### config.mk
export PLATFORM = sky130hd
export DESIGN_NAME = bitslice_alu_reg
export DESIGN_NICKNAME = d
export VERILOG_FILES = /design/src/rtl/alu_pkg.sv /design/src/rtl/alu_bit_slice.sv /design/src/rtl/fulladder.sv /design/src/rtl/multiplexer.sv /design/src/rtl/bitslice_alu_reg.sv
export SDC_FILE = /design/constraint.sdc
export NUM_CORES = 1
export LEC_CHECK = 0
export CAP_MARGIN = 20
export CORE_AREA = 2 2 70 72
export DETAILED_ROUTE_END_ITERATION = 10
export DIE_AREA = 0 0 72 74
export GPL_TIMING_DRIVEN = 0
export HOLD_SLACK_MARGIN = 0.05
export SYNTH_ARGS = -nofsm -noshare
export SYNTH_HDL_FRONTEND = slang
export SYNTH_HIERARCHICAL = 1
export SYNTH_SLANG_ARGS = --single-unit
### constraint.sdc
create_clock -name clk -period 1.82 [get_ports clk]
set_input_delay 0.364 -clock clk [delete_from_list [all_inputs] [get_ports clk]]
set_output_delay 0.364 -clock clk [all_outputs]
set_load 0.02 [all_outputs]
### src/rtl/alu_pkg.sv
// rtl/alu_pkg.sv - shared constants for the bit-slice ALU
//
// Purpose: op-select encodings ({s1,s0}) and the default datapath width
//          used by the bit-slice ALU modules.
// Ports:   none (package).
package alu_pkg;

   localparam logic [1:0] OP_NAND   = 2'b00;
   localparam logic [1:0] OP_XNOR   = 2'b01;
   localparam logic [1:0] OP_ANDN   = 2'b10;
   localparam logic [1:0] OP_ADDINV = 2'b11;

   localparam int ALU_WIDTH = 8;

endpackage

### src/rtl/alu_bit_slice.sv
// rtl/alu_bit_slice.sv - one bit of the ripple ALU
//
// Purpose: conditions the operand bits with the control bits, forms
//          NAND/XOR/NOR/sum in parallel and muxes one out.
// Ports:   a, b   - operand bits
//          s0, s1 - control bits (invert a / invert b, op select)
//          c_in   - carry from the previous slice
//          res    - selected slice result
//          c_out  - carry to the next slice
module alu_bit_slice (
   input  logic a,
   input  logic b,
   input  logic s0,
   input  logic s1,
   input  logic c_in,
   output logic res,
   output logic c_out
);

   logic w_ia;
   logic w_ib;
   logic w_nand;
   logic w_xor;
   logic w_nor;
   logic w_sum;

   // Inverting the operands with the same bits that select the op is what
   // turns the raw NAND/XOR/NOR/ADD gates into NAND/XNOR/ANDN/ADDINV.
   assign w_ia   = a ^ s0;
   assign w_ib   = b ^ s1;
   assign w_nand = ~(w_ia & w_ib);
   assign w_xor  = w_ia ^ w_ib;
   assign w_nor  = ~(w_ia | w_ib);

   fulladder u_fa (
      .sum   (w_sum),
      .carry (c_out),
      .a     (w_ia),
      .b     (w_ib),
      .c     (c_in)
   );

   multiplexer u_mux (
      .out (res),
      .s0  (s0),
      .s1  (s1),
      .in0 (w_nand),
      .in1 (w_xor),
      .in2 (w_nor),
      .in3 (w_sum)
   );

endmodule

### src/rtl/fulladder.sv
// rtl/fulladder.sv - 1-bit full adder
//
// Purpose: sum/carry of three input bits.
// Ports:   sum   - a ^ b ^ c
//          carry - majority(a, b, c)
//          a, b  - addend bits
//          c     - carry in
module fulladder (
   output logic sum,
   output logic carry,
   input  logic a,
   input  logic b,
   input  logic c
);

   assign sum   = a ^ b ^ c;
   assign carry = (a & b) | (a & c) | (b & c);

endmodule

### src/rtl/multiplexer.sv
// rtl/multiplexer.sv - 4:1 single-bit multiplexer indexed by {s1,s0}
//
// Purpose: picks one of four slice candidates using the op-select bits.
// Ports:   out     - selected input
//          s0, s1  - select bits, index = {s1,s0}
//          in0..3  - candidates (nand, xor, nor, sum)
module multiplexer
   import alu_pkg::*;
(
   output logic out,
   input  logic s0,
   input  logic s1,
   input  logic in0,
   input  logic in1,
   input  logic in2,
   input  logic in3
);

   always_comb begin
      out = in0;
      case ({s1, s0})
         OP_NAND:   out = in0;
         OP_XNOR:   out = in1;
         OP_ANDN:   out = in2;
         OP_ADDINV: out = in3;
         default:   out = in0;
      endcase
   end

endmodule

### src/rtl/bitslice_alu_reg.sv
// rtl/bitslice_alu_reg.sv - registered N-bit ripple ALU built from bit slices
//
// Purpose: WIDTH-bit ALU (NAND, XNOR, ~a&b, ~a+~b+cin) with one output
//          register stage; one result per accepted in_valid, no backpressure.
// Ports:   clk       - rising-edge clock
//          reset     - asynchronous active-high reset
//          in_valid  - operands/controls valid this cycle
//          s0, s1    - control bits; op = {s1,s0}
//          a, b      - operands
//          cin       - carry into bit 0
//          result    - registered ALU result
//          cout      - registered carry out of the chain (every op)
//          zero      - registered result==0 flag
//          out_valid - high one cycle after an accepted in_valid
module bitslice_alu_reg
   import alu_pkg::*;
#(
   parameter int WIDTH = ALU_WIDTH
) (
   input  logic             clk,
   input  logic             reset,
   input  logic             in_valid,
   input  logic             s0,
   input  logic             s1,
   input  logic [WIDTH-1:0] a,
   input  logic [WIDTH-1:0] b,
   input  logic             cin,
   output logic [WIDTH-1:0] result,
   output logic             cout,
   output logic             zero,
   output logic             out_valid
);

   logic [WIDTH:0]   w_carry;
   logic [WIDTH-1:0] w_result;
   logic             w_zero;

   logic [WIDTH-1:0] r_result;
   logic             r_cout;
   logic             r_zero;
   logic             r_out_valid;

   assign w_carry[0] = cin;

   genvar gi;
   generate
      for (gi = 0; gi < WIDTH; gi++) begin : g_slice
         alu_bit_slice u_slice (
            .a     (a[gi]),
            .b     (b[gi]),
            .s0    (s0),
            .s1    (s1),
            .c_in  (w_carry[gi]),
            .res   (w_result[gi]),
            .c_out (w_carry[gi+1])
         );
      end
   endgenerate

   // Flag is taken from the combinational result so it loads in the same
   // edge as the value it describes.
   assign w_zero = (w_result == '0);

   always_ff @(posedge clk or posedge reset) begin
      if (reset) begin
         r_result    <= '0;
         r_cout      <= 1'b0;
         r_zero      <= 1'b0;
         r_out_valid <= 1'b0;
      end else begin
         r_out_valid <= in_valid;
         if (in_valid) begin
            r_result <= w_result;
            r_cout   <= w_carry[WIDTH];
            r_zero   <= w_zero;
         end
      end
   end

   assign result    = r_result;
   assign cout      = r_cout;
   assign zero      = r_zero;
   assign out_valid = r_out_valid;

endmodule

# ---- Word level (Yosys, flattened, before mapping)
# Cells that the tools add are included.
dict set report classes {
  n_reduce_logical 2
  n_bitwise 96
  muxes 8
  n_eq_ne 3
}
# op count
set op_table {}
lappend op_table {{1-bit one-hot mux with 4 select lines} 8}
lappend op_table {{1-bit bitwise XOR} 32}
lappend op_table {{1-bit bitwise AND} 24}
lappend op_table {{1-bit OR} 24}
lappend op_table {{1-bit inverter} 16}
lappend op_table {{8-bit logical NOT} 1}
lappend op_table {{2-bit equality test (second input constant)} 2}
lappend op_table {{2-bit by 1-bit equality test with 1-bit output (second input constant)} 1}
lappend op_table {{2-bit logical NOT} 1}
dict set report totals {
  wordCells 113
  ff_bits 11
}

# ---- Longest topological paths before layout
# Gate-level depths: netlist of the first run.
dict set report logic_depth {
  ltp_word 25
  mapped_depth 12
  mapped_depth_nobuf 12
}

# ---- Cells and area by module
# Netlist of the first run, hierarchy kept.
# module area_each_um2 instances cells_per_inst
set by_module_without_submodules {}
lappend by_module_without_submodules {bitslice_alu_reg 455.4 1 26}
lappend by_module_without_submodules {alu_bit_slice 55.1 8 7}
lappend by_module_without_submodules {multiplexer 22.5 8 1}
lappend by_module_without_submodules {fulladder 20.0 8 1}

# ---- Worst setup path after synthesis of the first run
# OpenSTA, ideal clock, no wires.
dict set report synth_timing {
  path_type {input-to-reg}
  startpoint {input port s0}
  endpoint {register r_zero (netlist: zero)}
  required_ns 1.756
  cell_stages 12
  setup_slack_ns -2.764
  setup_ns 0.064
  t_arrival_ns 4.520
  path_cell_list {xor2_1 > fa_1 > fa_1 > fa_1 > fa_1 > fa_1 > fa_1 > fa_1 > fa_1 > mux4_2 > nor4_1 > a31o_2}
}
dict set report synth_via {
  elab_chain_cells 25
  word_cells_on_any_way 96
  cone_classes {3 x eq/ne; 8 x mux; 83 x bitwise; 2 x reduce/logical}
}
# element line
set synth_lines {}
lappend synth_lines {{from (decl)} bitslice_alu_reg.sv:23} ;# input logic s0,
lappend synth_lines {{1-bit bitwise XOR (*)} alu_bit_slice.sv:29} ;# assign w_ia = a ^ s0;
lappend synth_lines {{1-bit bitwise AND} fulladder.sv:17} ;# assign carry = (a & b) | (a & c) | (b & c);
lappend synth_lines {{1-bit OR (*) (2 in a row)} fulladder.sv:17}
lappend synth_lines {{named net w_carry[1]} bitslice_alu_reg.sv:34} ;# logic [WIDTH:0] w_carry;
lappend synth_lines {{1-bit bitwise AND} fulladder.sv:17}
lappend synth_lines {{1-bit OR} fulladder.sv:17}
lappend synth_lines {{1-bit OR (*)} fulladder.sv:17}
lappend synth_lines {{named net w_carry[2]} bitslice_alu_reg.sv:34}
lappend synth_lines {{[... 3 more ...]} -}
lappend synth_lines {{named net w_carry[3]} bitslice_alu_reg.sv:34}
lappend synth_lines {{[... 3 more ...]} -}
lappend synth_lines {{named net w_carry[4]} bitslice_alu_reg.sv:34}
lappend synth_lines {{[... 3 more ...]} -}
lappend synth_lines {{named net w_carry[5]} bitslice_alu_reg.sv:34}
lappend synth_lines {{[... 3 more ...]} -}
lappend synth_lines {{named net w_carry[6]} bitslice_alu_reg.sv:34}
lappend synth_lines {{[... 1 more ...]} -}
lappend synth_lines {{1-bit OR} fulladder.sv:17}
lappend synth_lines {{1-bit OR (*)} fulladder.sv:17}
lappend synth_lines {{named net w_carry[7]} bitslice_alu_reg.sv:34}
lappend synth_lines {{1-bit bitwise XOR (*)} fulladder.sv:16} ;# assign sum = a ^ b ^ c;
lappend synth_lines {{named net g_slice[7].u_slice.w_sum} alu_bit_slice.sv:25} ;# logic w_sum;
lappend synth_lines {{1-bit one-hot mux with 4 select lines (*)} multiplexer.sv:21} ;# case ({s1, s0})
lappend synth_lines {{named net w_result[7]} bitslice_alu_reg.sv:35} ;# logic [WIDTH-1:0] w_result;
lappend synth_lines {{8-bit logical NOT (*)} bitslice_alu_reg.sv:62} ;# assign w_zero = (w_result == '0);
lappend synth_lines {{to (signal assigned)} bitslice_alu_reg.sv:75} ;# r_zero <= w_zero;
lappend synth_lines {{to (decl)} bitslice_alu_reg.sv:40} ;# logic r_zero;
# The timed path passes the listed nets; every way through them passes the cells marked *.
# A chain may end at the register's enable or synchronous reset.

# ---- Worst setup path in the final report of the first run
dict set report layout_timing {
  startpoint {input port s1}
  endpoint {register r_zero (netlist: zero)}
}
dict set report layout_via {
  elab_chain_cells 25
  word_cells_on_any_way 96
  cone_classes {3 x eq/ne; 8 x mux; 83 x bitwise; 2 x reduce/logical}
}
# element line
set layout_lines {}
lappend layout_lines {{from (decl)} bitslice_alu_reg.sv:24} ;# input logic s1,
lappend layout_lines {{1-bit bitwise XOR (*)} alu_bit_slice.sv:30} ;# assign w_ib = b ^ s1;
lappend layout_lines {{named net g_slice[0].u_slice.w_ib} alu_bit_slice.sv:21} ;# logic w_ib;
lappend layout_lines {{1-bit bitwise AND} fulladder.sv:17}
lappend layout_lines {{1-bit OR} fulladder.sv:17}
lappend layout_lines {{1-bit OR (*)} fulladder.sv:17}
lappend layout_lines {{named net w_carry[1]} bitslice_alu_reg.sv:34}
lappend layout_lines {{1-bit bitwise AND} fulladder.sv:17}
lappend layout_lines {{1-bit OR} fulladder.sv:17}
lappend layout_lines {{[... 1 more ...]} -}
lappend layout_lines {{named net w_carry[2]} bitslice_alu_reg.sv:34}
lappend layout_lines {{[... 3 more ...]} -}
lappend layout_lines {{named net w_carry[3]} bitslice_alu_reg.sv:34}
lappend layout_lines {{[... 3 more ...]} -}
lappend layout_lines {{named net w_carry[4]} bitslice_alu_reg.sv:34}
lappend layout_lines {{[... 3 more ...]} -}
lappend layout_lines {{named net w_carry[5]} bitslice_alu_reg.sv:34}
lappend layout_lines {{[... 3 more ...]} -}
lappend layout_lines {{named net w_carry[6]} bitslice_alu_reg.sv:34}
lappend layout_lines {{[... 1 more ...]} -}
lappend layout_lines {{1-bit OR} fulladder.sv:17}
lappend layout_lines {{1-bit OR (*)} fulladder.sv:17}
lappend layout_lines {{named net w_carry[7]} bitslice_alu_reg.sv:34}
lappend layout_lines {{1-bit bitwise XOR (*)} fulladder.sv:16}
lappend layout_lines {{named net g_slice[7].u_slice.w_sum} alu_bit_slice.sv:25}
lappend layout_lines {{1-bit one-hot mux with 4 select lines (*)} multiplexer.sv:21}
lappend layout_lines {{named net w_result[7]} bitslice_alu_reg.sv:35}
lappend layout_lines {{8-bit logical NOT (*)} bitslice_alu_reg.sv:62}
# Marked as above.

==> flow_metrics.env, run 1 <==
export IMPL_fin_crit_sh=2.30
export IMPL_mostFrequentLayoutCells="xor2_1, clkdlybuf4s50_1, dfrtp_1"
export IMPL_fin_tns_setup_ps=-13180
export IMPL_setup_violations=10
export IMPL_finalHoldViolCount=0
export IMPL_dp_slack_ps=-3520
export IMPL_worstPathMaxFanout=2
export IMPL_wire_per_inst_um=13.6
export IMPL_die_w_um=72
export IMPL_finClkSkew_ps=0
export IMPL_slew_violations=0
export IMPL_ys_seq_area_frac=0.223
export IMPL_io_pins=33
export IMPL_cts_tree="yes"
export IMPL_timing_fmax_mhz=239
export IMPL_num_rows=25
export IMPL_first_global_vias=978
export IMPL_ys_warnings_count=6
export IMPL_clk_latency_ps=240
export IMPL_via_count=874
export IMPL_numPortBuffers=32
export IMPL_syn_nets=136
export IMPL_yosysUniqueCellTypes=12
export IMPL_relSlewSlack=0.732
export IMPL_route_detailed_drc=0
export IMPL_min_period_ps=4180
export IMPL_powerDensity_nw_per_um2=714
export IMPL_cts_sinks=11
export IMPL_ctsHoldBuffers=0
export IMPL_r2r_cells=2
export IMPL_die_y_um=74
export IMPL_grt_usage=0.112
export IMPL_wirelength_mm=2.62
export IMPL_cts_made_buffers=3
export IMPL_cp_required_ps=2010
export IMPL_hp_class="primary input to asynchronous set/reset pin"
export IMPL_clk_path_buf_depth=2
export IMPL_place_hpwl_mm=2.09
export IMPL_num_antenna_cells=0
export IMPL_dr_pass1_iters=2
export IMPL_failed_checks="negative setup slack"
export IMPL_status="finished with violations"
export IMPL_antenna_found_initial=0
export IMPL_grt_max_degree=17
export IMPL_drive_gt1_frac=0.317
export IMPL_setup_ws_ps=-2360
export IMPL_avgSynthCellArea_um2=12.6
export IMPL_syn_area_um2=1240
export IMPL_clk_transition_reported_paths_ps=50
export IMPL_synthCells=98
export IMPL_ff2ff_setup_slack_ps=950
export IMPL_gp_congestion=0.720
export IMPL_reg2reg_from="zero"
export IMPL_rsz0062_at_grt="true"
export IMPL_p_leak_nw=0.780
export IMPL_num_nets_final=178
export IMPL_ir_drop_uv=195
export IMPL_synthToLayoutAreaGrowth_pct=47.4
export IMPL_drt_initial_drc_count=4
export IMPL_root_buffer="clkbuf_8"
export IMPL_ys_ff_latch=11
export IMPL_ctsHtreeMaxLevel=1
export IMPL_drv_cap=0
export IMPL_core_um2=4600
export IMPL_r2r_end="zero"
export IMPL_critPathCaptureType="flop"
export IMPL_viasPerCell=4.53
export IMPL_grt_pass1_wl_mm=4.48
export IMPL_grt_overflow_total=0
export IMPL_dieArea_um2=5330
export IMPL_tightest_slew_ps=402
export IMPL_startpoint_type="primary input"
export IMPL_layout_commonest_cell="xor2_1"
export IMPL_crit_type="primary input to flop"
export IMPL_start_util=0.269
export IMPL_crit_arrival_ps=4370
export IMPL_whs_ps=414
export IMPL_ant_nets=0
cell families after synthesis:
logic type,Yosys count,share of synthesized area
xor gates and xnor gates,32,0.227
muxes,17,0.255
adders and majority gates,16,0.211
and+or+nand+nor,11,0.0415
DFF,11,0.223
buffers and inverters,10,0.0364
AOI/OAI and AO/OA,1,0.00709
per-stage QoR:
stage / cell area [µm²] / total power [mW] / util / cells
3_5_place_dp: 1710 / 1.04 / 0.373 / 186
3_3_place_gp: 1660 / 0.992 / 0.361 / 184
5_1_grt: 1820 / 1.39 / 0.396 / 193
2_1_floorplan: 1270 / 0.740 / - / 98
4_1_cts: 1820 / 1.32 / 0.395 / 193
6_report: 1820 / 1.30 / 0.396 / 193
power by group:
group / internal, mW / leakage (nW) / switching (mW)
Clock: 0.154 / 0.0228 / 0.0972
Sequential: 0.305 / 0.131 / 0.0356
Combinational: 0.397 / 0.626 / 0.312
Total: 0.856 / 0.780 / 0.444
area by class of cell:
| type | count | area (µm²) |
|---|---|---|
| Multi-Input combinational cell | 77 | 965 |
| Sequential cell | 11 | 275 |
| Timing Repair Buffer | 37 | 424 |
| Tap cell | 54 | 67.6 |
| Fill cell | 439 | 2780 |
| Inverter | 9 | 33.8 |
| Clock buffer | 4 | 45.0 |
| Buffer | 1 | 11.3 |
sequential cells by signal, indices dropped and copies added, names as in the netlist:
signal / flops
result: 8
cout: 1
out_valid: 1
zero: 1
worst max path at each step:
stage                     startpoint  endpoint  depth (start not counted)
after floorplan                   s1      zero                         12
after global placement            s0      zero                         13
after detailed placement          s0      zero                         13
after CTS                         s1      zero                         13
after global routing              s1      zero                         13
final                             s1      zero                         13
routing by layer:
| layer | routed length [µm] | share of wire | up-vias | track usage |
|---|---|---|---|---|
| li1 | - | - | 411 | - |
| met1 | 1020 | 0.39 | 441 | 0.121 |
| met2 | 1480 | 0.56 | 17 | 0.214 |
| met3 | 64 | 0.024 | 5 | 0.0122 |
| met4 | 64 | 0.024 | 0 | 0.0629 |
| met5 | 0 | 0 | - | 0 |
cells in the mapped netlist:
library cell / n / area (µm²)
xor2_1: 32 / 280
dfrtp_1: 11 / 275
inv_1: 9 / 33.8
mux2_4: 9 / 135
fa_1: 8 / 160
ha_1: 8 / 100
mux4_2: 8 / 180
nor2_1: 8 / 30.0
nor4_1: 2 / 12.5
a31o_2: 1 / 8.76
and2b_2: 1 / 8.76
buf_6: 1 / 11.3
critical path, stage by stage:
cell    delay (ps)
buf_12         100
xor2_2         170
fa_2           360
fa_2           350
fa_2           350
fa_2           350
fa_2           350
fa_2           360
fa_2           370
fa_2           410
mux4_2         500
nor4_2         160
a31o_2         180
timing repair:
item	CTS	global route
buffers inserted	3	0
endpoints found under the hold margin	0	0
setup endpoints to repair	10	10
pin swaps	0	0
cloned	0	0
gates resized for setup	35	2
(Power assumes the default switching activity.)
==> run 2, diff against run 1 <==
CELL_PAD_IN_SITES_DETAIL_PLACEMENT = 0   (was default)
CELL_PAD_IN_SITES_GLOBAL_PLACEMENT = 1   (was default)
CORE_AREA = 2 2 58 60   (was 2 2 70 72)
CTS_CLUSTER_SIZE = 14   (was default)
DIE_AREA = 0 0 60 62   (was 0 0 72 74)
PLACE_DENSITY_LB_ADDON = 0.1   (was default)
==> flow_metrics.env, run 2 (same netlist as run 1, synthesis figures left out) <==
export IMPL_status="finished with violations"
export IMPL_failed_checks="negative setup slack"
export IMPL_fin_crit_sh=2.37
export IMPL_cpLargestDelayFamily="adder cells"
export IMPL_via_count=912
export IMPL_antenna_found_initial=0
export IMPL_route_detailed_drc=0
export IMPL_worstPathMaxFanout=2
export IMPL_crit_arrival_ps=4510
export IMPL_rsz0062_at_grt="true"
export IMPL_internal_power_mw=0.806
export IMPL_start_util=0.389
export IMPL_drive_gt1_frac=0.409
export IMPL_switching_share=0.346
export IMPL_clk_latency_ps=270
export IMPL_startpoint_type="primary input"
export IMPL_finalHoldViolCount=0
export IMPL_dieArea_um2=3720
export IMPL_synthToLayoutAreaGrowth_pct=57.8
export IMPL_grt_pass1_wl_mm=3.91
export IMPL_viasPerCell=4.56
export IMPL_relSlewSlack=0.735
export IMPL_root_buffer="clkbuf_4"
export IMPL_multi_input_comb_area_um2=995
export IMPL_wire_per_inst_um=12.7
export IMPL_cts_made_buffers=3
export IMPL_grt_usage=0.146
export IMPL_drv_cap=0
export IMPL_p_leak_nw=0.856
export IMPL_final_area_um2=1950
export IMPL_dr_pass1_iters=3
export IMPL_io_pins=33
export IMPL_clk_transition_reported_paths_ps=70
export IMPL_place_hpwl_mm=1.84
export IMPL_power_switching_mw=0.426
export IMPL_numPortBuffers=32
export IMPL_ant_nets=0
export IMPL_final_util=0.614
export IMPL_fin_tns_setup_ps=-14650
export IMPL_first_global_vias=851
export IMPL_core_um2=3180
export IMPL_cp_required_ps=2020
export IMPL_fillers=264
export IMPL_clkPwrFrac=0.132
export IMPL_drt_initial_drc_count=9
export IMPL_timing_fmax_mhz=232
export IMPL_mostFrequentLayoutCells="xor2_1, clkdlybuf4s50_1, buf_4"
export IMPL_setup_violations=10
export IMPL_instances_no_fill=200
export IMPL_min_period_ps=4310
export IMPL_ir_drop_uv=302
export IMPL_die_y_um=62
export IMPL_dp_cells=178
export IMPL_p_comb_frac=0.593
export IMPL_hp_class="primary input to asynchronous set/reset pin"
export IMPL_total_power_mw=1.23
export IMPL_die_w_um=60
export IMPL_wirelength_mm=2.54
export IMPL_dp_slack_ps=-3690
export IMPL_ff_latch_area_um2=275
export IMPL_crit_buf_inv=2
export IMPL_crit_type="primary input to flop"
export IMPL_largest_register_ffs=8
export IMPL_setup_ws_ps=-2490
export IMPL_clk_path_buf_depth=2
export IMPL_grt_overflow_total=0
export IMPL_grt_max_degree=14
export IMPL_slowest_delay_ps=510
export IMPL_slew_violations=0
export IMPL_cts_tree="yes"
export IMPL_gp_congestion=0.720
export IMPL_powerDensity_nw_per_um2=632
export IMPL_finClkSkew_ps=0
export IMPL_num_rows=21
export IMPL_seqPwrFrac=0.275
export IMPL_critPathCaptureType="flop"
export IMPL_place_area_um2=1700
export IMPL_num_nets_final=193
export IMPL_cts_sinks=11
export IMPL_num_antenna_cells=0
export IMPL_ctsHtreeMaxLevel=1
export IMPL_whs_ps=375
export IMPL_tightest_slew_ps=397
export IMPL_path_cells="buf_12 -> buf_16 -> xor2_2 -> fa_2 -> fa_2 -> fa_2 -> fa_2 -> fa_2 -> fa_2 -> fa_2 -> fa_2 -> mux4_2 -> nor4_2 -> a31o_2"
export IMPL_critPathMostFrequentCell="fa_2"
export IMPL_cp_slowest_cell="mux4_2"
## run 2: power by group through the flow
| stage | Sequential (mW) | Combinational [mW] | Clock, mW |
|---|---|---|---|
| after global placement | 0.345 | 0.648 | 0 |
| final | 0.339 | 0.731 | 0.162 |
| after CTS | 0.341 | 0.708 | 0.167 |
| after detailed placement | 0.344 | 0.685 | 0 |
| after global routing | 0.345 | 0.807 | 0.180 |
| after floorplan | 0.413 | 0.326 | 0 |
## run 2: worst paths after layout
path,startpoint,end,slack (ps),depth (start not counted)
setup reg to reg,zero,zero,950,2
setup / recovery,s0,zero,-2490,14
hold / removal,reset,out_valid,380,2
hold reg to reg,result[7],result[7],510,1
max in group asynchronous,reset,result[5],1150,2
min in group clk,result[7],result[7],510,1
## run 2: what timing repair did
action / in CTS / in global routing
buffers inserted: 6 / 12
hold buffers: 0 / 0
gates resized for setup: 30 / 13
endpoints found under the setup margin: 10 / 10
pin swaps: 2 / 2
endpoints found under the hold margin: 0 / 0
## run 2: layout make-up
type,count,area share
buffer,1,0.00577
timing repair buffer,52,0.283
clock buffer,4,0.0135
sequential,11,0.141
multi-input combinational,77,0.510
tap,46,0.0295
inverter,9,0.0173
## run 2: metal layers
metal / up-vias / global-route usage / wire [µm]
met5: - / 0 / 0
met4: 0 / 0.0286 / 0
met3: 0 / 0.0393 / 110
met2: 21 / 0.250 / 1380
met1: 452 / 0.188 / 1050
li1: 439 / - / -
